`src/rtl/hilo_muldiv_ctrl.sv`:
```
`default_nettype none
// ============================================================================
// hilo_muldiv_ctrl
// EX-stage HI/LO controller: issues multiplies, stalls until done, then
// writes or accumulates the 2*DW product into HI/LO. Also handles MTHI/MTLO.
// Revision: 1.0
// ============================================================================
module hilo_muldiv_ctrl #(
  parameter int DW = 32
) (
  input  logic            clk,
  input  logic            rst,
  input  logic            op_valid,
  input  logic [3:0]      op,
  input  logic [DW-1:0]   rs_val,
  input  logic [DW-1:0]   rt_val,
  input  logic            flush,
  input  logic [2*DW-1:0] mul_p,
  input  logic            mul_over,
  output logic            mul_start,
  output logic            mul_sign,
  output logic [DW-1:0]   mul_a,
  output logic [DW-1:0]   mul_b,
  output logic            stall_req,
  output logic [DW-1:0]   hi,
  output logic [DW-1:0]   lo
);

  localparam logic [3:0] c_op_mult  = 4'd1;
  localparam logic [3:0] c_op_multu = 4'd2;
  localparam logic [3:0] c_op_madd  = 4'd3;
  localparam logic [3:0] c_op_maddu = 4'd4;
  localparam logic [3:0] c_op_msub  = 4'd5;
  localparam logic [3:0] c_op_msubu = 4'd6;
  localparam logic [3:0] c_op_mthi  = 4'd7;
  localparam logic [3:0] c_op_mtlo  = 4'd8;

  typedef enum logic [0:0] {
    ST_IDLE = 1'b0,
    ST_BUSY = 1'b1
  } state_t;

  state_t          r_state;
  state_t          w_state_nxt;
  logic [3:0]      r_op;
  logic            r_mul_start;
  logic            r_mul_sign;
  logic [DW-1:0]   r_mul_a;
  logic [DW-1:0]   r_mul_b;
  logic [DW-1:0]   r_hi;
  logic [DW-1:0]   r_lo;

  logic            w_is_mul;
  logic            w_is_signed;
  logic            w_issue;
  logic            w_done;
  logic            w_leave_busy;
  logic            w_move_hi;
  logic            w_move_lo;
  logic            w_stall;
  logic [2*DW-1:0] w_hilo;
  logic [2*DW-1:0] w_hilo_nxt;

  always_comb begin
    w_is_mul    = 1'b0;
    w_is_signed = 1'b0;
    case (op)
      c_op_mult, c_op_madd, c_op_msub: begin
        w_is_mul    = 1'b1;
        w_is_signed = 1'b1;
      end
      c_op_multu, c_op_maddu, c_op_msubu: w_is_mul = 1'b1;
      default: ;
    endcase
  end

  // Next state and control. In BUSY the EX inputs are ignored; flush wins over mul_over.
  always_comb begin
    w_state_nxt  = r_state;
    w_issue      = 1'b0;
    w_done       = 1'b0;
    w_leave_busy = 1'b0;
    w_move_hi    = 1'b0;
    w_move_lo    = 1'b0;
    w_stall      = 1'b0;
    case (r_state)
      ST_IDLE: begin
        if (op_valid && !flush) begin
          if (w_is_mul) begin
            w_issue     = 1'b1;
            w_stall     = 1'b1;
            w_state_nxt = ST_BUSY;
          end else if (op == c_op_mthi) begin
            w_move_hi = 1'b1;
          end else if (op == c_op_mtlo) begin
            w_move_lo = 1'b1;
          end
        end
      end
      ST_BUSY: begin
        if (flush) begin
          w_leave_busy = 1'b1;
          w_state_nxt  = ST_IDLE;
        end else if (mul_over) begin
          w_done       = 1'b1;
          w_leave_busy = 1'b1;
          w_state_nxt  = ST_IDLE;
        end else begin
          w_stall = 1'b1;
        end
      end
      default: w_state_nxt = ST_IDLE;
    endcase
  end

  assign w_hilo = {r_hi, r_lo};

  always_comb begin
    w_hilo_nxt = mul_p;
    case (r_op)
      c_op_madd, c_op_maddu: w_hilo_nxt = w_hilo + mul_p;
      c_op_msub, c_op_msubu: w_hilo_nxt = w_hilo - mul_p;
      default: ;
    endcase
  end

  always_ff @(posedge clk or negedge rst) begin
    if (!rst) begin
      r_state     <= ST_IDLE;
      r_op        <= 4'd0;
      r_mul_start <= 1'b0;
      r_mul_sign  <= 1'b0;
      r_mul_a     <= '0;
      r_mul_b     <= '0;
      r_hi        <= '0;
      r_lo        <= '0;
    end else begin
      r_state <= w_state_nxt;
      if (w_issue) begin
        r_op        <= op;
        r_mul_start <= 1'b1;
        r_mul_sign  <= w_is_signed;
        r_mul_a     <= rs_val;
        r_mul_b     <= rt_val;
      end else if (w_leave_busy) begin
        r_mul_start <= 1'b0;
      end
      if (w_done) begin
        {r_hi, r_lo} <= w_hilo_nxt;
      end else begin
        if (w_move_hi) r_hi <= rs_val;
        if (w_move_lo) r_lo <= rs_val;
      end
    end
  end

  assign mul_start = r_mul_start;
  assign mul_sign  = r_mul_sign;
  assign mul_a     = r_mul_a;
  assign mul_b     = r_mul_b;
  assign hi        = r_hi;
  assign lo        = r_lo;
  assign stall_req = rst & w_stall;

endmodule
`default_nettype wire
```
`config.mk`:
```
export PLATFORM = sky130hd
export DESIGN_NAME = hilo_muldiv_ctrl
export DESIGN_NICKNAME = d
export VERILOG_FILES = /design/src/rtl/hilo_muldiv_ctrl.sv
export SDC_FILE = /design/constraint.sdc
export NUM_CORES = 1
export LEC_CHECK = 0
export CAP_MARGIN = 20
export CORE_UTILIZATION = 38
export DETAILED_ROUTE_END_ITERATION = 12
export DONT_BUFFER_PORTS = 1
export PLACE_DENSITY = 0.57
export SYNTH_ARGS = -nofsm -noshare
export SYNTH_HDL_FRONTEND = slang
export SYNTH_SLANG_ARGS = --single-unit
export TNS_END_PERCENT = 20
```
`constraint.sdc`:
```
create_clock -name clk -period 7.77 [get_ports clk]
set_input_delay 1.554 -clock clk [delete_from_list [all_inputs] [get_ports clk]]
set_output_delay 1.554 -clock clk [all_outputs]
set_load 0.01 [all_outputs]
```
# ---- Word level (Yosys, flattened, before mapping)
# Index checks and enable logic that the tools add are counted.
dict set report classes {
  add_sub_neg 2
  n_eq_ne 12
  mux 29
  bitwise_logic 2
  reduce_logical 9
}
# op count
set op_table {}
lappend op_table {{32-bit two-way mux} 4}
lappend op_table {{64-bit case mux with 2 select lines} 1}
lappend op_table {{64-bit adder} 1}
lappend op_table {{64-bit subtractor} 1}
lappend op_table {{4-bit by 3-bit == test with 1-bit output (second input constant)} 7}
lappend op_table {{1-bit two-way mux} 23}
lappend op_table {{4-bit by 2-bit == test with 1-bit output (second input constant)} 3}
lappend op_table {{2-bit nonzero test} 3}
lappend op_table {{6-bit OR reduction} 1}
lappend op_table {{4-bit by 1-bit == test with 1-bit output (second input constant)} 1}
lappend op_table {{4-bit == test (second input constant)} 1}
lappend op_table {{2-bit OR reduction} 2}
lappend op_table {{3-bit OR reduction} 1}
lappend op_table {{1-bit case mux with 2 select lines} 1}
lappend op_table {{1-bit bitwise AND} 1}
lappend op_table {{1-bit logical AND} 1}
lappend op_table {{1-bit zero test} 1}
lappend op_table {{1-bit inverter} 1}
dict set report word_totals {
  regBits 135
  out_inout_bits 131
  elab_cells 62
}

# ---- Logic depth before layout (Yosys ltp)
# Gate-level depths: netlist of run 1.
dict set report logic_depth {
  depth_word 8
  mapped_depth 21
  depth_no_buf 21
}

# ---- Least setup slack after synthesis of run 1
# OpenSTA, ideal clock, no wires.
dict set report synth_path {
  kind {input to register}
  from {in mul_p[10]}
  to {reg r_hi[25] (netlist: hi[25])}
  setup_time_ps 104
  arrival_time_ps 5316
  required_ps 7666
  slack_ps 2350
  cell_stages 17
  path_buffers 1
  cell_sequence {or4_4 nor3_2 nand3_1 o41ai_1 xor2_1 ha_1 buf_2 a21oi_1 o21ai_1 a221oi_1 o221ai_2 a41oi_4 o31ai_4 a211oi_2 o21bai_1 xnor2_1 a221oi_1}
}
dict set report synth_between {
  elab_chain_cells 3
  elab_cells_between_ends 4
  classes_between {add/sub: 2; mux: 2}
}
# item line_no
set synth_lines {}
lappend synth_lines {{from (decl)} 18} ;# input logic [2*DW-1:0] mul_p,
lappend synth_lines {{64-bit subtractor or 64-bit adder (tied branches)} {122, 121}}
lappend synth_lines {{64-bit case mux with 2 select lines *} 120} ;# case (r_op)
lappend synth_lines {{32-bit two-way mux *} 148} ;# if (w_done) begin
lappend synth_lines {{to (signal assigned)} 149} ;# {r_hi, r_lo} <= w_hilo_nxt;
lappend synth_lines {{to (signal assigned)} 151} ;# if (w_move_hi) r_hi <= rs_val;
lappend synth_lines {{to (decl)} 50} ;# logic [DW-1:0] r_hi;
# Mark *: on every way between the ends. The rest lies on a longest branch, timed or not.
# A chain may end at the register's enable or synchronous reset.

# ---- Final worst setup path of run 1
dict set report layout_path {
  from {in mul_p[10]}
  to {reg r_hi[30] (netlist: hi[30])}
}
# The elaborated chain is that of the path after synthesis.

==> results.json, run 1 <==
{
  "h-tree-depth": 4,
  "port_buffers": 0,
  "dieArea_um2": 30310,
  "leakagePower_nw": 5.057,
  "synth.area.top_cells": "dfrtp_1 (30%), ha_1 (7.1%), mux2_2 (6.8%)",
  "place.gp.congestion": 1.013,
  "post-cts-setup-buffers": 0,
  "crit_required_ns": 8.11,
  "grt_setup_unrepaired": "false",
  "first_global_vias": 9858,
  "status": "finished, final reports clean",
  "io_pins": 268,
  "wl_per_cell_um": 25.84,
  "yosysTopAreaCellShare": 0.3002,
  "setup_viol": 0,
  "timing.fmax_mhz": 163.4,
  "grt_pass1_wl_mm": 64.03,
  "clockBufferDepth": 2,
  "regArea_um2": 3378,
  "post_cts_resized": 0,
  "root_buffer": "clkbuf_16",
  "start_util": 0.3889,
  "die_h_um": 174.1,
  "routed_wl_mm": 43.08,
  "die_width_um": 174.1,
  "final_cells": 1667,
  "cts_tree": "yes",
  "yosysMostFrequentCell": "nand2_1",
  "end_kind": "flop",
  "fin_crit_sh": 0.7874,
  "setup_tns_ns": 0,
  "vias_per_cell": 6.128,
  "core_um2": 28940,
  "synth.distinct_cells": 83,
  "critPathArrivalTime_ns": 6.46,
  "grt-ovfl-total": 0,
  "peakVddDrop_uv": 143.9,
  "finClkSkew_ns": 0.007885,
  "maxCapViolCount": 0,
  "area_growth_pct": 7.972,
  "slew_viol_final": 0,
  "rows": 62,
  "synth_largest_area_cell": "dfrtp_1",
  "tightest_slew_ns": 1.169,
  "p_per_area_nw_per_um2": 482.2,
  "grtUsageTotal": 0.2813,
  "nets": 1471,
  "drive_gt1_frac": 0.1194,
  "seq_area_frac_synth": 0.3002,
  "drtIter0Drc": 1011,
  "vias": 10220,
  "ys.flop_type": "dfrtp_1",
  "critPathKind": "in -> reg",
  "cts.sinks": 135,
  "clk_latency_ns": 0.44,
  "antenna_found_initial": 1,
  "finalCriticalPeriod_ns": 6.118,
  "synth_seq_cells": 135,
  "synth_nets": 1516,
  "avgSynthCellArea_um2": 8.564,
  "hold_viol": 0,
  "slew_headroom": 0.2177,
  "place_inst": 1632,
  "multiInputGateArea_um2": 7507,
  "ys_top_cells_by_count": "nand2_1 (146), dfrtp_1 (135), a21oi_1 (131), nor2_1 (99), xnor2_1 (78)",
  "async_flop_share": 1.000,
  "hpwl_mm": 33.43,
  "holdBufCountCts": 0,
  "path_clk_slew_ns": 0.06,
  "syn_inst": 1314,
  "final_antenna_net_count": 0,
  "grt_max_degree": 137,
  "start_kind": "input port",
  "netlist_area_um2": 11250,
  "cp_max_fo": 7,
  "cts_made_buffers": 17,
  "ys_warn_count": 0,
  "synth_edf_count": 0,
  "drt-pass1-iter-count": 5,
  "hp-class": "reg -> reg",
  "fillerInstances": 2925,
  "drc_errors": 0
}
metal layers:
metal  track usage  share of wire
met1        0.3618           0.41
met2        0.4482           0.46
met3       0.06955          0.088
met4        0.1184          0.038
met5             0              0
per-stage QoR:
stage	hold slack [ns]	setup slack (ns)	util	instance area, µm²	power [W]
after CTS	0.5538	1.709	0.4187	12110	0.005829
after floorplan	0.4975	2.350	-	11250	0.004092
final	0.5538	1.652	0.4199	12150	0.005859
after global routing	0.5862	1.438	0.4197	12150	0.006295
after global placement	0.5304	1.383	0.3984	11530	0.004969
after detailed placement	0.5400	1.297	0.3984	11530	0.004966
cell usage in the layout (no fill, tap or decap), drive strengths merged, types with 8 or more instances in the layout:
cell type  count
nor3          34
xor2          44
clkbuf        19
nand4         22
mux2          68
a21oi        133
buf           13
nand2        150
o21ai         77
and3          12
a31oi         28
nand3         30
dfrtp        135
o21bai        16
o31ai         19
nand2b         8
nor2         101
xnor2         79
a211oi        20
inv           26
a21o          28
ha            64
mux2i         20
nor4          15
a221oi        11
layout make-up:
class / instances / share of cell area
sequential: 135 / 0.2780
clock buffer: 19 / 0.03645
multi-input combinational: 1081 / 0.6179
timing repair buffer: 13 / 0.009371
inverter: 21 / 0.006487
tap: 384 / 0.03954
antenna: 2 / 0.0004119
clock inverter: 12 / 0.01184
power by group:
group          leakage (nW)  switching [W]  internal, W  total, W
sequential             1.61       0.000408     0.000948   0.00136
clock                 0.283       0.000356     0.000486  0.000842
combinational          3.16        0.00220      0.00146   0.00366
total                  5.06        0.00296      0.00290   0.00586
sequential cells by signal, summed over array words and instances, names as in the netlist:
| name | cells |
|---|---|
| r_state | 1 |
| r_op | 4 |
| mul_start | 1 |
| lo | 32 |
| mul_a | 32 |
| hi | 32 |
| mul_sign | 1 |
| mul_b | 32 |
final timing paths:
| kind | start | endpoint | slack (ns) | depth (start not counted) |
|---|---|---|---|---|
| max in group asynchronous | rst | hi[16] | 6.66 | 0 |
| worst min-delay path | r_op[1] | r_op[1] | 0.55 | 1 |
| worst max register to register | r_op[0] | hi[30] | 3.01 | 16 |
| min in group asynchronous | rst | lo[10] | 0.81 | 0 |
| worst max-delay path | mul_p[10] | hi[30] | 1.65 | 15 |
| worst min register to register | r_op[1] | r_op[1] | 0.55 | 1 |
cell families after synthesis:
logic type	share of synthesized area
DFF	0.3002
AOI/OAI and AO/OA	0.2317
xor gates and xnor gates	0.09640
buffers and inverters	0.03480
and+or+nand+nor	0.1781
adders and majority gates	0.07294
muxes	0.08583
worst max-delay path: stages:
cell and delay, ns:
or4_4 0.56, nor3_2 0.33, nand3_1 0.35, nor3_2 0.59, a21oi_1 0.18, xnor2_1 0.16, ha_1 0.41, nand4_1 0.19
nor4_1 0.62, o211ai_1 0.33, nand4_1 0.22, nand3_2 0.17, o41ai_1 0.41, xnor2_1 0.15, a221oi_2 0.23
No activity file was read; power rests on OpenSTA's default activity.
==> run 2: changes to the inputs <==
==> constraint.sdc (replaced) <==
create_clock -name clk -period 6 [get_ports clk]
set_input_delay 1.2 -clock clk [delete_from_list [all_inputs] [get_ports clk]]
set_output_delay 1.2 -clock clk [all_outputs]
set_load 0.01 [all_outputs]
==> results.json, run 2 (synthesized netlist as in run 1, its figures left out) <==
{
  "status": "finished, final reports clean",
  "p_per_area_nw_per_um2": 628.1,
  "cp_max_fo": 7,
  "critPathArrivalTime_ns": 5.92,
  "setup_viol": 0,
  "crit_required_ns": 6.34,
  "grt_setup_unrepaired": "false",
  "p_total_w": 0.007723,
  "start_kind": "input port",
  "end_kind": "flop",
  "hold_viol": 0,
  "place.gp.congestion": 1.014,
  "start_util": 0.3889,
  "clockBufferDepth": 2,
  "drt-pass1-iter-count": 7,
  "final_antenna_net_count": 0,
  "die_width_um": 174.1,
  "core_um2": 28940,
  "vias": 10390,
  "place_inst": 1643,
  "drc_errors": 0,
  "grt-ovfl-total": 0,
  "antenna_found_initial": 0,
  "wl_per_cell_um": 25.93,
  "path_clk_slew_ns": 0.08,
  "cts_made_buffers": 17,
  "hpwl_mm": 33.71,
  "hp-class": "in -> async",
  "finalCriticalPeriod_ns": 5.578,
  "io_pins": 268,
  "layout.cells.most_common": "nand2_1",
  "vias_per_cell": 6.185,
  "finClkSkew_ns": 0.01587,
  "fin_crit_sh": 0.9297,
  "rows": 62,
  "critPathKind": "in -> reg",
  "final_cell_mix": "nand2_1 (146), dfrtp_1 (135), a21oi_1 (131)",
  "routed_wl_mm": 43.57,
  "drive_gt1_frac": 0.1292,
  "stdcell_area_um2": 12300,
  "grt_max_degree": 137,
  "nets": 1482,
  "port_buffers": 0,
  "slew_viol_final": 0,
  "cts_tree": "yes",
  "maxCapViolCount": 0,
  "leakagePower_nw": 5.134,
  "die_h_um": 174.1,
  "tightest_slew_ns": 1.085,
  "grt_pass1_wl_mm": 64.78,
  "setup_tns_ns": 0,
  "clk_latency_ns": 0.44,
  "h-tree-depth": 4,
  "slew_headroom": 0.2743,
  "drtIter0Drc": 794,
  "area_growth_pct": 9.261,
  "final_cells": 1680,
  "peakVddDrop_uv": 194.2,
  "first_global_vias": 10070,
  "timing.fmax_mhz": 179.3,
  "cts.sinks": 135,
  "dpl_cell_area_um2": 11610,
  "root_buffer": "clkbuf_16",
  "dieArea_um2": 30310,
  "grtUsageTotal": 0.2848
}
[run 2: per-stage QoR]
stage	hold slack, ns	util	worst slack (ns)
6_report	0.4514	0.4249	0.4217
5_1_grt	0.4322	0.4247	0.2681
4_1_cts	0.4414	0.4231	0.2809
3_5_place_dp	0.5412	0.4012	-0.1373
3_3_place_gp	0.5355	0.4012	-0.1042
2_1_floorplan	0.4975	-	0.9337
[run 2: report_power, final]
| group | switching [W] | leakage [nW] | internal, W |
|---|---|---|---|
| registers | 0.000534 | 1.61 | 0.00123 |
| clock network | 0.000501 | 0.304 | 0.000674 |
| logic | 0.00286 | 3.22 | 0.00193 |
[run 2: final cells by class]
class,count,area [µm²]
timing repair buffer,24,203.9
clock buffer,17,425.4
inverter,21,78.83
tap,384,480.5
multi-input combinational,1081,7513
clock inverter,15,207.7
sequential,135,3378
fill,2876,16640
antenna,3,7.507
[run 2: worst max-delay path, stage by stage]
cell and delay (ns):
or4_4 0.54, nor3_2 0.33, and3_1 0.35, nand3_1 0.22
o21ai_0 0.26, xor2_1 0.10, ha_1 0.45, nand2_2 0.17
nor2_1 0.24, nand2_1 0.10, nor4_2 0.39, o211ai_1 0.31
nand4_1 0.24, nand3_2 0.19, o41ai_1 0.43, xnor2_1 0.14
a221oi_2 0.24
[run 2: routing by layer]
layer / global-route usage / part of all wire
met5: 0 / 0
met4: 0.1210 / 0.036
met3: 0.07590 / 0.093
met2: 0.4568 / 0.46
met1: 0.3600 / 0.41
[run 2: timing repair]
item | 4_1_cts | 5_1_grt
resized for setup | 0 | 1
setup buffers | 0 | 0
hold buffers | 0 | 0
hold endpoints to repair | 0 | 0
setup endpoints to repair | 0 | 3
[run 2: worst paths after layout]
path,from,end,slack (ns),cells past startpoint
max,mul_p[10],hi[30],0.42,17
min,rst,lo[6],0.45,0
max reg2reg,r_op[1],hi[30],1.19,16
min reg2reg,r_op[0],r_op[0],0.55,1
max in group asynchronous,rst,lo[21],5.29,0
min in group clk,r_op[0],r_op[0],0.55,1
==> edit 1, RTL diff (flow settings as in run 2) <==
Make the reset (`rst`) synchronous in one clocked block.
--- a/src/rtl/hilo_muldiv_ctrl.sv
+++ b/src/rtl/hilo_muldiv_ctrl.sv
@@ -124,7 +124,7 @@
     endcase
   end
 
-  always_ff @(posedge clk or negedge rst) begin
+  always_ff @(posedge clk) begin
     if (!rst) begin
       r_state     <= ST_IDLE;
       r_op        <= 4'd0;
Behaviour: differs if rst is asserted again (counterexample within 4 cycles, from zero or initial values and one cycle with rst low); with rst held inactive, the same outputs for 4 cycles.
==> edit 1 against run 2 <==
Count of clock-buffer cells in the layout up 1. Final area increased by 2.1%. Setup slack worse by 0.13 ns. Sequential cell count unchanged. Synthesized area is 2.2% lower. Routed wire length up 6.7%.
Power is left out: it rests on default switching activity, and per cell area and clock period it moved more than threefold.
==> edit 1: results (changes against run 2) <==
Drt
  – Average wire per standard cell: 23.67 um (was 25.93 um)
  – Via-per-instance ratio: 6.078 (was 6.185)
  – Met1 WL: 19520 um (was 17840 um)
  – Met3 wire len: 5109 um (was 4038 um)

Logic synthesis
  – Top area cells in the synthesized netlist: dfxtp_1 25%, a21oi_1 9.3%, nand2_1 9.0% (was dfrtp_1 30%, ha_1 7.1%, mux2_2 6.8%)
  – Post-synth cell types: 74 (was 83)
  – Top_reg_cell synth: dfxtp_1 (was dfrtp_1)
  – Mapped Cells: 1536 (was 1314)
  – Most common library cells after synthesis: 264 x nand2_1, 204 x a21oi_1, 135 x dfxtp_1 (was 146 x nand2_1, 135 x dfrtp_1, 131 x a21oi_1)
  – Post-Syn Nets: 1738 (was 1516)

Global routing
  – Met1 Resource Use GR: 0.3996 (was 0.3600)
  – Largest net degree at the start of global routing: 72 (was 137)
  – Total GRT Usage: 0.3080 (was 0.2848)
  – Global-route wire length before repair: 68080 um (was 64780 um)
  – Antenna violations before repair: 3 (was 0)
  – Met3 Use GR: 0.09133 (was 0.07590)
  – Vias in the first global route: 11130 (was 10070)

Timing
  – Hold_ws: 0.4993 ns (was 0.4514 ns)
  – Setup Skew: 0.01287 ns (was 0.01587 ns)
  – Worst slew margin: 0.3988 (was 0.2743)

Setup path
  – CP max FO: 5 (was 7)
  – R2R Setup Slk: 1.15 ns (was 1.19 ns)
  – Worst r2r src: r_op[0] (was r_op[1])
  – Reg2reg path depth: 15 (was 16)

Layout
  – Non-filler instance count after layout: 1965 (was 1680)
  – Area of the multi-input gates: 7850 um^2 (was 7513 um^2)
  – Total Nets Final: 1771 (was 1482)
  – Fill cell count: 2869 (was 2876)
  – Ratio of cells with drive above 1 in the final layout: 0.1094 (was 0.1292)

Placement
  – Gpl congestion: 1.010 (was 1.014)
  – Placed Cells: 1927 (was 1643)
  – Final HPWL DP: 36300 um (was 33710 um)

Status
  – Status: finished, final reports clean (unchanged)

Worst hold path
  – Worst Hold Class: reg2reg (was in2async)
## edit 1: cell types whose count changed in the layout (fill, tap and decap cells not counted), moves of 11 or more
cell / run 2 / this run
dfxtp_1: 0 / 135
mux2i_1: 20 / 32
nand2_1: 146 / 263
inv_1: 21 / 32
dfrtp_1: 135 / 0
buf_4: 22 / 107
mux2_2: 68 / 4
nand3_1: 28 / 16
a21oi_1: 131 / 204
nor2_1: 97 / 129
o211ai_1: 3 / 18
o21ai_0: 67 / 97
## edit 1: area by class of cell
cell class | count | share of cell area
Clock buffer | 18 | 0.03497
Antenna cell | 5 | 0.0009963
Inverter | 33 | 0.009963
Tap cell | 378 | 0.03766
Multi-Input combinational cell | 1275 | 0.6251
Clock inverter | 14 | 0.01215
Timing Repair Buffer | 107 | 0.06396
Sequential cell | 135 | 0.2152
## edit 1: worst max-delay path: cells and delay by family
| kind | cells | cell delay [ns] |
|---|---|---|
| simple gates | 9 | 2.56 |
| compound gates | 5 | 1.29 |
| buf+inv | 2 | 0.39 |
| fa+ha+maj | 1 | 0.37 |
| xor+xnor | 2 | 0.24 |
## edit 1: logic make-up (layout without fill, tap and decap cells)
group	Yosys count	count (layout)	share of synthesized area
XOR/XNOR	119	119	0.09541
multiplexers	36	36	0.03320
AO/OA/AOI/OAI	503	503	0.2804
flip-flops	135	135	0.2456
buffers and inverters	126	172	0.04355
AND/OR/NAND/NOR	552	552	0.2272
other	0	5	0
adder cells (fa/ha/maj)	65	65	0.07460
## edit 1: worst max path at each step
stage / startpoint / endpoint
global route: mul_p[11] / hi[28]
floorplan: mul_p[11] / hi[28]
detailed placement: mul_p[11] / hi[21]
finish: mul_p[11] / hi[28]
global placement: mul_p[11] / hi[21]
CTS: mul_p[11] / hi[21]
==> edit 2, RTL diff (settings of run 2) <==
Without the edit above. The parameter `DW` goes from 32 to 48.
--- a/src/rtl/hilo_muldiv_ctrl.sv
+++ b/src/rtl/hilo_muldiv_ctrl.sv
@@ -6,7 +6,7 @@
 // Revision: 1.0
 // ============================================================================
 module hilo_muldiv_ctrl #(
-  parameter int DW = 32
+  parameter int DW = 48
 ) (
   input  logic            clk,
   input  logic            rst,
Ports: changed (7 resized); port bits go from 268 to 396. No check against the original RTL was run, so the function may have changed too.
==> edit 2 against run 2 <==
Sequential cell count up 64. Routed wire length up 66%. Final area up 72%. Power up 58%. Final cell count up 74%. Count of clock-buffer cells in the layout unchanged. Synthesized area up 49%. Die area up 48%. Setup slack worse by 0.29 ns. Register-to-register slack worse by 0.50 ns. First-iteration DRC count up 73%. Critical path depth up 7. Highest routed layer is now met5. Sequential share of layout area down 3.9 points.
==> edit 2: results (changes against run 2) <==
CTS
  – Clk_lat worst skew: 0.52 ns (was 0.44 ns)
  – Cts repair resizes: 1 (was 0)
  – Clock-pin slew on the worst setup and hold paths: 0.08 ns (about the same)

Logic synthesis
  – Average size of a mapped cell: 8.300 um^2 (was 8.564 um^2)
  – Post-synth cell types: 69 (was 83)
  – Top area cells in the synthesized netlist: dfrtp_1 30%, ha_1 7.2%, mux2_2 6.7% (was dfrtp_1 30%, ha_1 7.1%, mux2_2 6.8%)
  – Post-Syn Nets: 2320 (was 1516)
  – Sequential share of the synthesized area: 0.2969 (was 0.3002)
  – Most common library cells after synthesis: 237 x nand2_1, 199 x dfrtp_1, 181 x o21ai_0 (was 146 x nand2_1, 135 x dfrtp_1, 131 x a21oi_1)

Global routing
  – Global-route wire length before repair: 106000 um (was 64780 um)
  – Largest net degree at the start of global routing: 201 (was 137)
  – Vias in the first global route: 16880 (was 10070)
  – Total GRT Usage: 0.3192 (was 0.2848)
  – Antenna violations before repair: 6 (was 0)

Layout
  – Total Nets Final: 2627 (was 1482)
  – Non-filler instance count after layout: 2928 (was 1680)
  – Ratio of cells with drive above 1 in the final layout: 0.2678 (was 0.1292)
  – Core Util, Final: 0.4890 (was 0.4249)
  – Fill cell count: 4200 (was 2876)

Setup path
  – Worst r2r src: r_op[0] (was r_op[1])
  – CP max FO: 4 (was 7)
  – Crit Reg-Reg Endpoint: hi[29] (was hi[30])
  – CP arrival: 6.29 ns (was 5.92 ns)
  – Reg2reg path depth: 24 (was 16)
  – R2R Setup Slk: 0.69 ns (was 1.19 ns)

Drt
  – Average wire per standard cell: 24.68 um (was 25.93 um)
  – Via-per-instance ratio: 5.847 (was 6.185)
  – First-pass DRT Iterations: 5 (was 7)
  – Met1 WL: 29950 um (was 17840 um)
  – Met2 WL: 34050 um (was 20110 um)
  – Iter 0 DRT Violations: 1373 (was 794)
  – Uppermost layer routed: met5 (was met4)
  – Met3 wire len: 6411 um (was 4038 um)

Timing
  – Hold_ws: 0.3801 ns (was 0.4514 ns)
  – Worst slew margin: 0.2317 (was 0.2743)
  – Setup Skew: 0.01958 ns (was 0.01587 ns)

Placement
  – Gpl congestion: 0.9844 (was 1.014)
  – Final HPWL DP: 57320 um (was 33710 um)
  – Post-place setup slack: -0.6297 ns (was -0.1373 ns)
  – Placed Area: 20170 um^2 (was 11610 um^2)

Status
  – Status: finished, final reports clean (unchanged)

Power and ir drop
  – Lkg Pwr: 9.522 nW (was 5.134 nW)
  – VDD IR max: 0.2631 mV (was 0.1942 mV)
[edit 2: metal layers]
metal	GRT usage	vias to the layer above
met5	0	-
li1	-	8030
met2	0.5203	624
met1	0.4092	8364
met4	0.09820	6
met3	0.08552	97
[edit 2: layout make-up]
| type | instances | share of cell area |
|---|---|---|
| inverter | 32 | 0.005678 |
| multi-input combinational | 1666 | 0.5468 |
| antenna | 2 | 0.0002366 |
| sequential | 199 | 0.2354 |
| clock inverter | 15 | 0.01017 |
| timing repair buffer | 412 | 0.1470 |
| tap | 585 | 0.03460 |
| clock buffer | 17 | 0.02011 |
[edit 2: cells by family (layout without fill, tap and decap cells)]
family / count (synthesis) / count (layout) / synth area share
xor gates and xnor gates: 190 / 190 / 0.09921
DFF: 199 / 199 / 0.2969
adders and majority gates: 98 / 98 / 0.07355
AOI/OAI and AO/OA: 679 / 679 / 0.2524
other: 0 / 2 / 0
and+or+nand+nor: 587 / 587 / 0.1687
muxes: 112 / 112 / 0.07430
buffers and inverters: 156 / 476 / 0.03506
[edit 2: worst max path at each step]
| stage | from | endpoint | slack [ns] | cells past startpoint |
|---|---|---|---|---|
| after detailed placement | mul_p[7] | hi[47] | -0.63 | 25 |
| after global placement | mul_p[7] | hi[44] | -0.54 | 27 |
| after CTS | mul_p[7] | hi[27] | 0.008 | 24 |
| after floorplan | mul_p[7] | hi[47] | -0.16 | 25 |
| final | mul_p[7] | hi[44] | 0.13 | 24 |
| after global routing | mul_p[7] | hi[47] | -0.11 | 25 |
[edit 2: where the power goes]
group	internal, W	total, W	switching (W)
logic	0.00417	0.00845	0.00428
clock network	0.000580	0.00126	0.000685
registers	0.00176	0.00249	0.000723
